**src/rtl/freeblk_arb_if.sv**
```systemverilog
// rtl/freeblk_arb_if.sv - pool and requester handshake bundle for freeblk_arb
interface freeblk_arb_if #(
    parameter int ADDBLK = 11,
    parameter int NREQ   = 4,
    parameter int ADDCNT = 10
);
    logic                   pool_rdy;
    logic                   pool_get;
    logic [ADDBLK-1:0]      pool_id;
    logic                   pool_free;
    logic [ADDBLK-1:0]      pool_freeid;
    logic [NREQ-1:0]        cli_rdy;
    logic [NREQ-1:0]        cli_get;
    logic [NREQ*ADDBLK-1:0] cli_id;
    logic [NREQ-1:0]        cli_free;
    logic [NREQ*ADDBLK-1:0] cli_freeid;
    logic [NREQ-1:0]        cli_freerdy;
    logic [NREQ*ADDCNT-1:0] cli_cnt;
    logic                   err_gap;
    logic                   err_und;

    modport master (
        input  pool_rdy, pool_id, cli_get, cli_free, cli_freeid,
        output pool_get, pool_free, pool_freeid, cli_rdy, cli_id,
               cli_freerdy, cli_cnt, err_gap, err_und
    );

    modport slave (
        output pool_rdy, pool_id, cli_get, cli_free, cli_freeid,
        input  pool_get, pool_free, pool_freeid, cli_rdy, cli_id,
               cli_freerdy, cli_cnt, err_gap, err_und
    );
endinterface

```
**src/rtl/freeblk_arb.sv**
```systemverilog
// rtl/freeblk_arb.sv - shares one free-block pool among NREQ requesters
module freeblk_arb #(
    parameter int ADDBLK = 11,
    parameter int NREQ   = 4,
    parameter int ADDREQ = 2,
    parameter int QUOTA  = 512,
    parameter int ADDCNT = 10
) (
    input  logic          clk,
    input  logic          rst,
    input  logic          active,
    freeblk_arb_if.master bus
);
    localparam logic [ADDCNT-1:0] QMAX = ADDCNT'(QUOTA);

    logic [NREQ-1:0]   slot_vld_q, slot_vld_d;
    logic [NREQ-1:0]   ret_vld_q, ret_vld_d;
    logic [ADDBLK-1:0] slot_id_q [NREQ];
    logic [ADDBLK-1:0] slot_id_d [NREQ];
    logic [ADDBLK-1:0] ret_id_q  [NREQ];
    logic [ADDBLK-1:0] ret_id_d  [NREQ];
    logic [ADDCNT-1:0] cnt_q     [NREQ];
    logic [ADDCNT-1:0] cnt_d     [NREQ];
    logic [ADDREQ-1:0] fill_ptr_q, fill_ptr_d, ret_ptr_q, ret_ptr_d;
    logic              pool_free_q, pool_free_d;
    logic [ADDBLK-1:0] pool_freeid_q, pool_freeid_d;
    logic              err_gap_q, err_gap_d, err_und_q, err_und_d;

    logic              run;
    logic [NREQ-1:0]   elig, gnt, acc, drop, keep;
    logic              gnt_vld, gnt_fire, ret_sel_vld;
    logic [ADDREQ-1:0] gnt_idx, ret_sel_idx;

    // First set bit of req at or after ptr, wrapping; MSB of result flags a hit.
    function automatic logic [ADDREQ:0] rr_pick(input logic [NREQ-1:0] req,
                                                input logic [ADDREQ-1:0] ptr);
        logic [ADDREQ-1:0] idx;
        rr_pick = '0;
        for (int k = NREQ - 1; k >= 0; k--) begin
            idx = ADDREQ'((int'(ptr) + k) % NREQ);
            if (req[idx]) rr_pick = {1'b1, idx};
        end
    endfunction

    assign run = active & rst;
    assign {gnt_vld, gnt_idx}         = rr_pick(elig, fill_ptr_q);
    assign {ret_sel_vld, ret_sel_idx} = rr_pick(ret_vld_q, ret_ptr_q);
    assign gnt_fire = gnt_vld & bus.pool_rdy;

    always_comb begin
        elig = '0;
        gnt  = '0;
        acc  = '0;
        drop = '0;
        for (int i = 0; i < NREQ; i++) begin
            elig[i] = run && !slot_vld_q[i] && (cnt_q[i] < QMAX);
            gnt[i]  = gnt_fire && (gnt_idx == ADDREQ'(i));
            acc[i]  = bus.cli_free[i] && !ret_vld_q[i];
            // A grant in the same cycle covers the release, so it is not an underflow.
            drop[i] = acc[i] && (cnt_q[i] == '0) && !gnt[i];
        end
    end
    assign keep = acc & ~drop;

    always_comb begin
        slot_vld_d    = slot_vld_q;
        ret_vld_d     = ret_vld_q;
        slot_id_d     = slot_id_q;
        ret_id_d      = ret_id_q;
        cnt_d         = cnt_q;
        fill_ptr_d    = fill_ptr_q;
        ret_ptr_d     = ret_ptr_q;
        pool_free_d   = 1'b0;
        pool_freeid_d = '0;
        err_gap_d     = |(bus.cli_get & ~slot_vld_q);
        err_und_d     = |drop;

        if (ret_sel_vld) begin
            pool_free_d            = 1'b1;
            pool_freeid_d          = ret_id_q[ret_sel_idx];
            ret_vld_d[ret_sel_idx] = 1'b0;
            ret_ptr_d              = ADDREQ'((int'(ret_sel_idx) + 1) % NREQ);
        end
        if (gnt_fire) begin
            slot_vld_d[gnt_idx] = 1'b1;
            slot_id_d[gnt_idx]  = bus.pool_id;
            fill_ptr_d          = ADDREQ'((int'(gnt_idx) + 1) % NREQ);
        end
        for (int i = 0; i < NREQ; i++) begin
            if (bus.cli_get[i] && slot_vld_q[i]) slot_vld_d[i] = 1'b0;
            if (keep[i]) begin
                ret_vld_d[i] = 1'b1;
                ret_id_d[i]  = bus.cli_freeid[i*ADDBLK +: ADDBLK];
            end
            if (gnt[i] && !keep[i] && cnt_q[i] != QMAX)
                cnt_d[i] = cnt_q[i] + 1'b1;
            else if (keep[i] && !gnt[i] && cnt_q[i] != '0)
                cnt_d[i] = cnt_q[i] - 1'b1;
        end
    end

    always_ff @(posedge clk) begin
        if (!rst || !active) begin
            slot_vld_q    <= '0;
            ret_vld_q     <= '0;
            fill_ptr_q    <= '0;
            ret_ptr_q     <= '0;
            pool_free_q   <= 1'b0;
            pool_freeid_q <= '0;
            err_gap_q     <= 1'b0;
            err_und_q     <= 1'b0;
            for (int i = 0; i < NREQ; i++) begin
                slot_id_q[i] <= '0;
                ret_id_q[i]  <= '0;
                cnt_q[i]     <= '0;
            end
        end else begin
            slot_vld_q    <= slot_vld_d;
            ret_vld_q     <= ret_vld_d;
            fill_ptr_q    <= fill_ptr_d;
            ret_ptr_q     <= ret_ptr_d;
            pool_free_q   <= pool_free_d;
            pool_freeid_q <= pool_freeid_d;
            err_gap_q     <= err_gap_d;
            err_und_q     <= err_und_d;
            for (int i = 0; i < NREQ; i++) begin
                slot_id_q[i] <= slot_id_d[i];
                ret_id_q[i]  <= ret_id_d[i];
                cnt_q[i]     <= cnt_d[i];
            end
        end
    end

    assign bus.pool_get    = gnt_fire;
    assign bus.pool_free   = pool_free_q;
    assign bus.pool_freeid = pool_freeid_q;
    assign bus.cli_rdy     = slot_vld_q;
    assign bus.cli_freerdy = ~ret_vld_q;
    assign bus.err_gap     = err_gap_q;
    assign bus.err_und     = err_und_q;

    always_comb begin
        bus.cli_id  = '0;
        bus.cli_cnt = '0;
        for (int i = 0; i < NREQ; i++) begin
            bus.cli_id[i*ADDBLK +: ADDBLK]  = slot_id_q[i];
            bus.cli_cnt[i*ADDCNT +: ADDCNT] = cnt_q[i];
        end
    end
endmodule
```
**src/flat_wrapper.sv**
```systemverilog
// flat-port wrapper written by rule: the top's interface ports become plain ports
module freeblk_arb_flat 
#(
    parameter int ADDBLK = 11,
    parameter int NREQ   = 4,
    parameter int ADDREQ = 2,
    parameter int QUOTA  = 512,
    parameter int ADDCNT = 10
)
  (clk, rst, active, bus_pool_rdy, bus_pool_id, bus_cli_get, bus_cli_free, bus_cli_freeid, bus_pool_get, bus_pool_free, bus_pool_freeid, bus_cli_rdy, bus_cli_id, bus_cli_freerdy, bus_cli_cnt, bus_err_gap, bus_err_und);
  freeblk_arb_if #(.ADDBLK(ADDBLK), .NREQ(NREQ), .ADDCNT(ADDCNT)) bus_i ();
  input  logic clk;
  input  logic rst;
  input  logic active;
  input wire logic [$bits(bus_i.pool_rdy)-1:0] bus_pool_rdy;
  input wire logic [$bits(bus_i.pool_id)-1:0] bus_pool_id;
  input wire logic [$bits(bus_i.cli_get)-1:0] bus_cli_get;
  input wire logic [$bits(bus_i.cli_free)-1:0] bus_cli_free;
  input wire logic [$bits(bus_i.cli_freeid)-1:0] bus_cli_freeid;
  output wire logic [$bits(bus_i.pool_get)-1:0] bus_pool_get;
  output wire logic [$bits(bus_i.pool_free)-1:0] bus_pool_free;
  output wire logic [$bits(bus_i.pool_freeid)-1:0] bus_pool_freeid;
  output wire logic [$bits(bus_i.cli_rdy)-1:0] bus_cli_rdy;
  output wire logic [$bits(bus_i.cli_id)-1:0] bus_cli_id;
  output wire logic [$bits(bus_i.cli_freerdy)-1:0] bus_cli_freerdy;
  output wire logic [$bits(bus_i.cli_cnt)-1:0] bus_cli_cnt;
  output wire logic [$bits(bus_i.err_gap)-1:0] bus_err_gap;
  output wire logic [$bits(bus_i.err_und)-1:0] bus_err_und;
  assign bus_i.pool_rdy = bus_pool_rdy;
  assign bus_i.pool_id = bus_pool_id;
  assign bus_i.cli_get = bus_cli_get;
  assign bus_i.cli_free = bus_cli_free;
  assign bus_i.cli_freeid = bus_cli_freeid;
  assign bus_pool_get = bus_i.pool_get;
  assign bus_pool_free = bus_i.pool_free;
  assign bus_pool_freeid = bus_i.pool_freeid;
  assign bus_cli_rdy = bus_i.cli_rdy;
  assign bus_cli_id = bus_i.cli_id;
  assign bus_cli_freerdy = bus_i.cli_freerdy;
  assign bus_cli_cnt = bus_i.cli_cnt;
  assign bus_err_gap = bus_i.err_gap;
  assign bus_err_und = bus_i.err_und;
  freeblk_arb #(.ADDBLK(ADDBLK), .NREQ(NREQ), .ADDREQ(ADDREQ), .QUOTA(QUOTA), .ADDCNT(ADDCNT)) u_core (.clk(clk), .rst(rst), .active(active), .bus(bus_i));
endmodule
```
**config.mk**
```make
export PLATFORM = sky130hd
export DESIGN_NAME = freeblk_arb_flat
export DESIGN_NICKNAME = d
export VERILOG_FILES = /design/src/rtl/freeblk_arb_if.sv /design/src/rtl/freeblk_arb.sv /design/src/flat_wrapper.sv
export SDC_FILE = /design/constraint.sdc
export NUM_CORES = 1
export LEC_CHECK = 0
export ABC_AREA = 1
export BUFFER_PORTS_ARGS = -buffer_cell sky130_fd_sc_hd__buf_2
export CAP_MARGIN = 20
export CORE_UTILIZATION = 27
export CTS_CLUSTER_SIZE = 30
export DETAILED_ROUTE_END_ITERATION = 7
export RECOVER_POWER = 25
export SLEW_MARGIN = 20
export SYNTH_ARGS = -nofsm -noshare
export SYNTH_HDL_FRONTEND = slang
export SYNTH_SLANG_ARGS = --single-unit
```
**constraint.sdc**
```tcl
create_clock -name clk -period 5.5 [get_ports clk]
set_clock_uncertainty 0.05 [all_clocks]
set_input_delay 1.1 -clock clk [delete_from_list [all_inputs] [get_ports clk]]
set_output_delay 1.1 -clock clk [all_outputs]
set_load 0.01 [all_outputs]
```
==> metrics.md <==
| Metric | Value |
|---|---|
| DRT Pass-1 Iters | 5 |
| Fin crit period | 4.61 ns |
| GPL Wtd Cong | 0.838 |
| Drt via density | 4.63 |
| Area growth syn-to-layout | 20.5% |
| CTS root buffer | clkbuf_16 |
| Routed WL | 22900 µm |
| Max-slew violation count | 53 |
| Largest net degree at the start of global routing | 53 |
| Async SR Flop Fraction | 0% |
| Starting Density | 27.5% |
| Core area | 0.0288 mm² |
| WHS | 0.395 ns |
| Synth warnings | 0 |
| Routed wire per std cell | 14.2 µm |
| Top Ports | 174 |
| Die Width | 173 µm |
| Worst Path Max Fanout | 48 |
| Hold-fix buffers, CTS | 0 |
| Worst slew margin | -63.0% |
| GRT Total Usage | 15.2% |
| Post-synth EDFFs | 0 |
| Worst Path Required | 5.74 ns |
| Clock slew at reported path FFs | 0.07 ns |
| Final Hold Vio Count | 0 |
| Worst-margin pin slew | 2.45 ns |
| Max cap viols | 1 |
| Critical Path, Cell by Cell | buf_2 -> nand2_4 -> inv_4 -> nand3_1 -> nand2_1 -> nand2_1 -> nand2_1 -> a21oi_1 -> o21ai_0 -> o21ai_0 -> inv_1 -> ha_1 -> nand4_1 -> ha_1 -> nand2_1 -> o21ai_0 -> nand4_1 -> o211ai_1 -> xor2_1 -> a21oi_1 |
| Post-route setup TNS | 0 ns |
| Worst path top cell family by delay | simple AND/OR/NAND/NOR gates |
| Filler cell count in the final layout | 3131 |
| DRT iter0 DRCs | 488 |
| Sink Count | 154 |
| FF+latch count, synth | 154 |
| Worst IR Drop VDD | 0.247 mV |
| Crit path top cell by count | nand2_1 |
| # Post-CTS Setup Buffers | 0 |
| Dominant register cell in the synthesized netlist | dfxtp_1 |
| Worst Path Arrival | 4.85 ns |
| Die ar. | 0.0300 mm² |
| CTS H-Tree Depth | 4 |
| Clk_lat worst skew | 0.43 ns |
| Fmax | 217 MHz |
| Worst path slowest cell | ha_1 |
| Antenna-violating nets left | 0 |
| Nets | 1324 |
| Yosys top cell by area | dfxtp_1 |
| Failing checks | max-capacitance violations, max-slew violations |
| Cell Rows | 62 |
| Initial antenna violation count | 4 |
| Final setup violation count | 0 |
| Syn_area_per_cell | 7.43 µm² |
| Status | finished, violations left |
| Share of cells above drive strength 1 | 14.2% |
| First-pass GRT wire length | 36300 µm |
| CTS Buf Count | 17 |
| Grt total ovfl | 0 |
| CTS tree | yes |
| Dominant cells by area after synthesis | dfxtp_1 39%, a21oi_1 11%, nand2_1 10%, ha_1 6.5%, o21ai_0 6.3% |
| Register area share after synthesis | 39.0% |
| CTS resizes | 0 |
| Leak pwr | 4.03 nW |
| Worst Path Class, Setup | primary input to register |
| Post-synthesis cell area | 0.00791 mm² |
| RSZ-0062 raised after global routing | false |
| Buffers & Inverters on Critical Path | 3 |
| CP max stage delay | 0.56 ns |
| Hold Crit Class | register to register |
| CP Launch Type | primary input |
| Dpl hpwl | 16700 µm |
| Vias | 7460 |
| Crit share post-route | 83.9% |
| Final design utilization | 33.1% |
| Die Y | 173 µm |
| Syn Inst Count | 1065 |
| Vias in the first global route | 6898 |
| Mapped Nets | 1177 |
| Critical path endpoint category | register |
| Post-synth top cells | 211 x nand2_1, 167 x a21oi_1, 154 x dfxtp_1 |
| Most frequent cell after synthesis | nand2_1 |
| # DRC | 0 |
| Number of port buffers | 173 |
| PD cells | 492 mW/mm² |
| Share of the synthesized area in the top cell type | 39.0% |
| Distinct cells, synth | 42 |
| Max clock buf depth | 2 |
==> through the flow <==
step                std cells  setup WS [ns]  area [µm²]  total power, W
floorplan                1065           1.34        7910         0.00306
global placement         1577          0.501        9000         0.00348
detailed placement       1577          0.396        9000         0.00350
CTS                      1608          0.871        9600         0.00475
global route             1612          0.354        9530         0.00510
finish                   1612          0.887        9530         0.00469
==> state kept, by name, summed over array words and instances (netlist names) <==
register	count
u_core.ret_id_q	44
u_core.bus.pool_free	1
u_core.bus.err_und	1
u_core.bus.err_gap	1
u_core.ret_vld_q	4
u_core.bus.cli_id	44
u_core.bus.cli_cnt	40
u_core.ret_ptr_q	2
u_core.bus.pool_freeid	11
u_core.bus.cli_rdy	4
u_core.fill_ptr_q	2
==> cell type report <==
class	instances	area, µm²	area share (%)
timing repair buffer	176	805	8.44
antenna	4	10.0	0.105
inverter	110	419	4.40
sequential	154	3080	32.4
tap	384	480	5.04
multi-input combinational	753	4130	43.4
clock buffer	19	433	4.54
clock inverter	12	165	1.73
==> worst paths after layout <==
kind | startpoint | slack [ns] | depth (start not counted) | end
worst max register to register | u_core.fill_ptr_q[0] | 1.47 | 17 | u_core.bus.cli_cnt[27]
worst min register to register | u_core.ret_id_q[34] | 0.40 | 2 | u_core.ret_id_q[34]
worst max-delay path | active | 0.89 | 20 | u_core.bus.cli_cnt[18]
worst min-delay path | u_core.ret_id_q[34] | 0.40 | 2 | u_core.ret_id_q[34]
==> cells by family after synthesis <==
kind of cell / share of synthesized area [%]
AOI/OAI and AO/OA: 21.5
xor gates and xnor gates: 3.21
adders and majority gates: 7.50
buffers and inverters: 8.75
DFF: 39.0
and+or+nand+nor: 20.0
==> per-layer routing <==
layer / GRT usage, % / part of all wire (%) / vias up
met2: 24.6 / 47 / 166
li1: - / - / 3844
met5: 0 / 0 / -
met3: 3.41 / 4.3 / 35
met4: 7.08 / 3.0 / 0
met1: 19.3 / 46 / 3415
==> power by group <==
part           internal [W]  total [W]  switching (W)  leakage [nW]
clock network      0.000721    0.00123       0.000506         0.287
logic              0.000724    0.00207        0.00135          2.49
registers           0.00126    0.00139       0.000128          1.25
total               0.00271    0.00469        0.00198          4.03
==> placed cells by master, fill, tap and decap left out, types with 2 or more instances in the layout <==
master	instances
or2_2	5
o311ai_0	2
a21oi_1	167
o21ai_0	100
nand2_2	9
inv_6	4
nand2_1	211
nand3_4	4
clkbuf_1	67
buf_2	109
inv_4	2
fa_1	4
o211ai_1	13
o21ai_1	19
o21bai_1	3
bufinv_16	3
a21o_1	6
clkbuf_16	17
nand3_2	7
nor2_1	65
dfxtp_1	154
clkinvlp_4	2
nand4_1	11
xor2_1	20
diode_2	4
clkinv_2	2
buf_4	2
ha_1	41
a31oi_1	5
nand3_1	32
nor3_1	7
inv_1	106
and3_1	3
xnor2_1	9
==> worst reg2reg max path: stages (launching register included) <==
cell and delay (ns):
dfxtp_1 0.53, inv_4 0.08, nand3_1 0.13, nand2_1 0.08
nand2_1 0.12, nand2_1 0.10, a31o_2 0.21, o21ai_0 0.30
ha_1 0.29, nand4_1 0.47, ha_1 0.55, a21oi_1 0.19
o21ai_0 0.12, a21oi_1 0.25, nor2_1 0.07, nor2_1 0.13
xor2_1 0.15, a21oi_1 0.08
Note: power is estimated with default switching activity, not from simulation.
